### src/rtl/store_buffer_if.sv
// store_buffer_if: pipeline store/load ports and the single-port memory bus of the store buffer
interface store_buffer_if #(parameter int WORD_SIZE = 32);
  logic                 st_valid;
  logic [WORD_SIZE-1:0] st_addr;
  logic [WORD_SIZE-1:0] st_data;
  logic                 st_stall;
  logic                 ld_en;
  logic [WORD_SIZE-1:0] ld_addr;
  logic [WORD_SIZE-1:0] ld_data;
  logic                 ld_stall;
  logic                 mem_writeEn;
  logic                 mem_readEn;
  logic [WORD_SIZE-1:0] mem_address;
  logic [WORD_SIZE-1:0] mem_dataIn;
  logic [WORD_SIZE-1:0] mem_dataOut;
  logic                 empty;
  modport slave (
    input  st_valid, st_addr, st_data, ld_en, ld_addr, mem_dataOut,
    output st_stall, ld_data, ld_stall, mem_writeEn, mem_readEn, mem_address, mem_dataIn, empty
  );
  modport master (
    output st_valid, st_addr, st_data, ld_en, ld_addr, mem_dataOut,
    input  st_stall, ld_data, ld_stall, mem_writeEn, mem_readEn, mem_address, mem_dataIn, empty
  );
endinterface

### src/rtl/store_buffer.sv
// store_buffer: in-order word store queue that drains to memory when no load holds the port.
// Define STORE_BUFFER_FORWARD_EN to forward pending stores to loads; otherwise matching loads stall.
module store_buffer #(
  parameter int WORD_SIZE = 32,
  parameter int DEPTH     = 4
) (
  input logic clk,
  input logic rst,
  store_buffer_if.slave bus
);
  localparam int AW = $clog2(DEPTH);
  localparam logic [AW:0] FULL = (AW+1)'(DEPTH);
  logic [WORD_SIZE-1:0] addr_q [DEPTH];
  logic [WORD_SIZE-1:0] data_q [DEPTH];
  logic [AW-1:0] head, tail, idx;
  logic [AW:0] count;
  logic push, pop, hit;
`ifdef STORE_BUFFER_FORWARD_EN
  logic [WORD_SIZE-1:0] fwd;
`endif
  assign bus.empty    = count == '0;
  assign bus.st_stall = count == FULL;
  assign push = bus.st_valid && !bus.st_stall;
  assign pop  = bus.mem_writeEn;
  // scan oldest to youngest so the last hit wins as the youngest matching store
  always_comb begin
    hit = 1'b0;
    idx = '0;
`ifdef STORE_BUFFER_FORWARD_EN
    fwd = '0;
`endif
    for (int k = 0; k < DEPTH; k++) begin
      idx = head + AW'(k);
      if ((AW+1)'(k) < count && addr_q[idx][WORD_SIZE-1:2] == bus.ld_addr[WORD_SIZE-1:2]) begin
        hit = 1'b1;
`ifdef STORE_BUFFER_FORWARD_EN
        fwd = data_q[idx];
`endif
      end
    end
  end
`ifdef STORE_BUFFER_FORWARD_EN
  assign bus.ld_stall    = 1'b0;
  assign bus.ld_data     = hit ? fwd : bus.mem_dataOut;
  assign bus.mem_readEn  = bus.ld_en;
  assign bus.mem_writeEn = !bus.empty && !bus.ld_en;
`else
  assign bus.ld_stall    = bus.ld_en && hit;
  assign bus.ld_data     = bus.mem_dataOut;
  assign bus.mem_readEn  = bus.ld_en && !hit;
  assign bus.mem_writeEn = !bus.empty && (!bus.ld_en || hit);
`endif
  assign bus.mem_address = bus.mem_readEn ? bus.ld_addr : addr_q[head];
  assign bus.mem_dataIn  = data_q[head];
  always_ff @(posedge clk or posedge rst) begin
    if (rst) begin
      head  <= '0;
      tail  <= '0;
      count <= '0;
    end else begin
      if (push) tail <= tail + AW'(1);
      if (pop) head <= head + AW'(1);
      count <= count + (AW+1)'(push) - (AW+1)'(pop);
    end
  end
  always_ff @(posedge clk) begin
    if (push) begin
      addr_q[tail] <= bus.st_addr;
      data_q[tail] <= bus.st_data;
    end
  end
endmodule
### src/flat_wrapper.sv
// flat-port wrapper written by rule: the top's interface ports become plain ports
module store_buffer_flat 
#(
  parameter int WORD_SIZE = 32,
  parameter int DEPTH     = 4
)
  (clk, rst, bus_st_valid, bus_st_addr, bus_st_data, bus_ld_en, bus_ld_addr, bus_mem_dataOut, bus_st_stall, bus_ld_data, bus_ld_stall, bus_mem_writeEn, bus_mem_readEn, bus_mem_address, bus_mem_dataIn, bus_empty);
  store_buffer_if #(.WORD_SIZE(WORD_SIZE)) bus_i ();
  input logic clk;
  input logic rst;
  input wire logic [$bits(bus_i.st_valid)-1:0] bus_st_valid;
  input wire logic [$bits(bus_i.st_addr)-1:0] bus_st_addr;
  input wire logic [$bits(bus_i.st_data)-1:0] bus_st_data;
  input wire logic [$bits(bus_i.ld_en)-1:0] bus_ld_en;
  input wire logic [$bits(bus_i.ld_addr)-1:0] bus_ld_addr;
  input wire logic [$bits(bus_i.mem_dataOut)-1:0] bus_mem_dataOut;
  output wire logic [$bits(bus_i.st_stall)-1:0] bus_st_stall;
  output wire logic [$bits(bus_i.ld_data)-1:0] bus_ld_data;
  output wire logic [$bits(bus_i.ld_stall)-1:0] bus_ld_stall;
  output wire logic [$bits(bus_i.mem_writeEn)-1:0] bus_mem_writeEn;
  output wire logic [$bits(bus_i.mem_readEn)-1:0] bus_mem_readEn;
  output wire logic [$bits(bus_i.mem_address)-1:0] bus_mem_address;
  output wire logic [$bits(bus_i.mem_dataIn)-1:0] bus_mem_dataIn;
  output wire logic [$bits(bus_i.empty)-1:0] bus_empty;
  assign bus_i.st_valid = bus_st_valid;
  assign bus_i.st_addr = bus_st_addr;
  assign bus_i.st_data = bus_st_data;
  assign bus_i.ld_en = bus_ld_en;
  assign bus_i.ld_addr = bus_ld_addr;
  assign bus_i.mem_dataOut = bus_mem_dataOut;
  assign bus_st_stall = bus_i.st_stall;
  assign bus_ld_data = bus_i.ld_data;
  assign bus_ld_stall = bus_i.ld_stall;
  assign bus_mem_writeEn = bus_i.mem_writeEn;
  assign bus_mem_readEn = bus_i.mem_readEn;
  assign bus_mem_address = bus_i.mem_address;
  assign bus_mem_dataIn = bus_i.mem_dataIn;
  assign bus_empty = bus_i.empty;
  store_buffer #(.WORD_SIZE(WORD_SIZE), .DEPTH(DEPTH)) u_core (.clk(clk), .rst(rst), .bus(bus_i));
endmodule
### config.mk
export PLATFORM = sky130hd
export DESIGN_NAME = store_buffer_flat
export DESIGN_NICKNAME = d
export VERILOG_FILES = /design/src/rtl/store_buffer_if.sv /design/src/rtl/store_buffer.sv /design/src/flat_wrapper.sv
export SDC_FILE = /design/constraint.sdc
export NUM_CORES = 1
export LEC_CHECK = 0
export CAP_MARGIN = 20
export CORE_MARGIN = 4
export CORE_UTILIZATION = 25
export CTS_BUF_LIST = sky130_fd_sc_hd__clkbuf_16
export CTS_CLUSTER_SIZE = 16
export DETAILED_ROUTE_END_ITERATION = 16
export PLACE_DENSITY = 0.43
export REMOVE_ABC_BUFFERS = 1
export SYNTH_ARGS = -nofsm -noshare
export SYNTH_HDL_FRONTEND = slang
export SYNTH_SLANG_ARGS = --single-unit
### constraint.sdc
create_clock -name clk -period 3.94 [get_ports clk]
set_clock_uncertainty 0.05 [all_clocks]
set_input_delay 0.788 -clock clk [delete_from_list [all_inputs] [get_ports clk]]
set_output_delay 0.788 -clock clk [all_outputs]
set_load 0.02 [all_outputs]
==> flow_summary.toml <==
[cells_and_area]
area_growth_pct = 40.36
final_common_cell = "buf_4"
final_cell_mix = "259 x buf_4, 256 x edfxtp_1, 133 x clkdlybuf4s50_1"
nNetsFinal = 1413
fillCellCount = 5567
drive_gt1_share_pct = 42.63
post-route-util_pct = 35.57

[pwr]
seqPwrFrac_pct = 26.1
peakVddDrop_uv = 335.8
switching_share_pct = 36.36
power_density_nw_per_um2 = 749.4
p_leak_nw = 7.407
clockPowerShare_pct = 18.0
combPwrFrac_pct = 56.0
p_sw_mw = 5.486
p_int_mw = 9.601

[yosys]
yosys.cell_types.count = 64
ys_seq_elements = 263
synth_top_family_by_area = "multiplexers"
synth-compound-area-share_pct = 4.196
ys_seq_area_share_pct = 54.82
syn_area_um2 = 14340
ys.flop_type = "edfxtp_1"
synthTopCellsByArea = "edfxtp_1 54%, mux4_2 15%, mux2i_1 6.9%"
synth.avg_cell_area_um2 = 16.30
ys_warn_count = 0
yosysTopAreaCell = "edfxtp_1"
async_flop_share_pct = 2.662
synth-adder-area-share_pct = 0.8374
synth_top_cell_area_share_pct = 53.59
synth_edf_count = 256
synthSimpleGateAreaFrac_pct = 2.940
synth-xor-area-share_pct = 6.350
syn-instance-count = 880
synth_mux_area_share_pct = 25.65

[detailed_routing]
drc = 0
drt_pass1_iterations = 5
drt-vias-per-instance = 4.562
wl_met1_mm = 20.90
wire_per_inst_um = 22.95
met3_length_mm = 2.573
route.met2.wl_mm = 22.80
drt_iter0_drc = 549
wl_mm = 47.11
num_vias = 9366
ant_nets = 0
top_layer_used = "met5"

[cts]
cts_made_buffers = 31
cts_max_level = 1
tritoncts = "built"
clk_path_buf_depth = 3
clock-root-buffer = "clkbuf_16"
clk_pin_slew_ps = 60
clkLatencyLatePin_ps = 580
cts.sink_count = 263

[timing]
slew_viol_final = 0
min_period_over_period_pct = 120.7
rsz0062_at_grt = "true"
maxSlewHeadroom_pct = 62.03
worst_pin_slew_ps = 569.5
hold_viol = 0
max_freq_mhz = 210.3
layout_setup_ws_ps = -814.1
whs_ps = 422.7
finalCriticalPeriod_ps = 4754
finalSetupViolCount = 37

[status]
violations = "setup timing"
status = "finished with violations"

[global_routing]
grt_usage_pct = 14.99
grt_max_degree = 36
grt-ovfl-total = 0
grt_pass1_vias = 10250
grt_pass1_wl_mm = 68.31
antenna_found_initial = 6

[floorplan]
core_area_um2 = 56600
die_w_um = 247.5
dieArea_um2 = 61270
die_y_um = 247.5
rows = 87
initial_core_util_pct = 25.34
ioPinCount = 233

[worst_setup_path]
reg2reg_slack_ps = -80
required_ps = 3100
cp-end-kind = "output pin"
cp_max_fo = 8
setup.worst_path.class = "flip-flop to output pin"
start_kind = "flip-flop"
cp.arrival_ps = 3920

[placement]
place_congestion = 0.8843
port_buffers = 168
dp_hpwl_mm = 34.72

[worst_hold_path]
min-delay-path-class = "input pin to asynchronous set/reset pin"

[flow_run]
maxCapViolCount = 0
## metrics by stage
stage                     std cells  power, mW  setup slack (ps)  cell area, µm²  setup TNS (ps)
after floorplan                 778      8.414             -6881           13670         -346390
after global placement         1979      12.08            -978.2           18630          -31490
after global routing           2051      15.91            -956.4           20130          -32270
after CTS                      2046      15.18            -898.0           19960          -30060
final                          2053      15.09            -814.1           20130          -26880
after detailed placement       1979      12.09            -987.8           18630          -32100
## metal layers
metal / track usage (%) / vias to the layer above
met5: 0.2385 / -
met3: 3.533 / 54
met1: 19.80 / 4786
met2: 25.41 / 244
met4: 2.738 / 8
li1: - / 4274
## worst paths after layout
kind                                      from                  end  cells past startpoint
max in group asynchronous                  rst       u_core.head[0]                      2
worst max register to register  u_core.head[0]      u_core.count[2]                     18
worst min-delay path                       rst       u_core.tail[1]                      2
worst max-delay path            u_core.head[0]  bus_mem_address[26]                     13
worst min register to register  u_core.tail[0]       u_core.tail[0]                      2
min in group clk                u_core.tail[0]       u_core.tail[0]                      2
## cell type report
class | instances | area [µm²] | area share [%]
Antenna cell | 2 | 5.005 | 0.02486
Clock buffer | 31 | 775.7 | 3.853
Clock inverter | 25 | 177.7 | 0.8825
Inverter | 20 | 76.32 | 0.3791
Multi-Input combinational cell | 495 | 5973 | 29.67
Timing Repair Buffer | 461 | 4309 | 21.40
Sequential cell | 263 | 7870 | 39.09
Tap cell | 756 | 945.9 | 4.698
## cells in the mapped netlist, types with 7 or more instances
library cell	n
ha_1	8
o2111ai_1	7
mux2_4	26
buf_6	13
mux2_2	9
mux2i_1	99
inv_1	19
a21oi_1	8
nand2_1	14
nand4_1	15
buf_2	13
buf_1	12
edfxtp_1	256
nor2_1	8
xor2_1	43
nor4_1	7
xnor2_1	61
nand3_1	12
buf_4	41
clkbuf_1	21
mux4_2	96
dfrtp_1	7
## power groups by stage
stage | Clock [mW] | Sequential [mW] | Combinational [mW]
after CTS | 2.81 | 3.94 | 8.43
after detailed placement | 0 | 3.99 | 8.10
after global routing | 2.92 | 3.99 | 9.00
after floorplan | 0 | 4.43 | 3.98
final | 2.71 | 3.94 | 8.44
after global placement | 0 | 3.97 | 8.11
## critical path, cell delays in order, from the launching register on
cell,delay [ps]
dfrtp_4,510
buf_12,170
buf_4,150
mux4_2,560
xnor2_2,160
buf_4,150
nand3_1,90
or4_4,540
o21ai_4,170
nor3_4,90
buf_12,150
buf_12,140
mux2_4,300
buf_6,130
## flip-flops by register name (all words and copies together), names as in the netlist
| name | flops |
|---|---|
| u_core.count | 3 |
| u_core.data_q | 128 |
| u_core.addr_q | 128 |
| u_core.tail | 2 |
| u_core.head | 2 |
## what timing repair did
item / in CTS / in global routing
resized for setup: 250 / 19
pin swaps: 18 / 9
setup endpoints to repair: 37 / 37
gates cloned: 2 / 2
buffers inserted: 9 / 3
hold buffers: 0 / 0
## cell families (layout without fill, tap and decap cells)
family / Yosys count / in the layout
AND/OR/NAND/NOR: 76 / 76
AO/OA/AOI/OAI: 74 / 74
adder cells (fa/ha/maj): 9 / 9
XOR/XNOR: 104 / 104
buffers and inverters: 122 / 537
multiplexers: 232 / 232
flip-flops: 263 / 263
other: 0 / 2
Note: power is estimated with default switching activity, not from simulation.
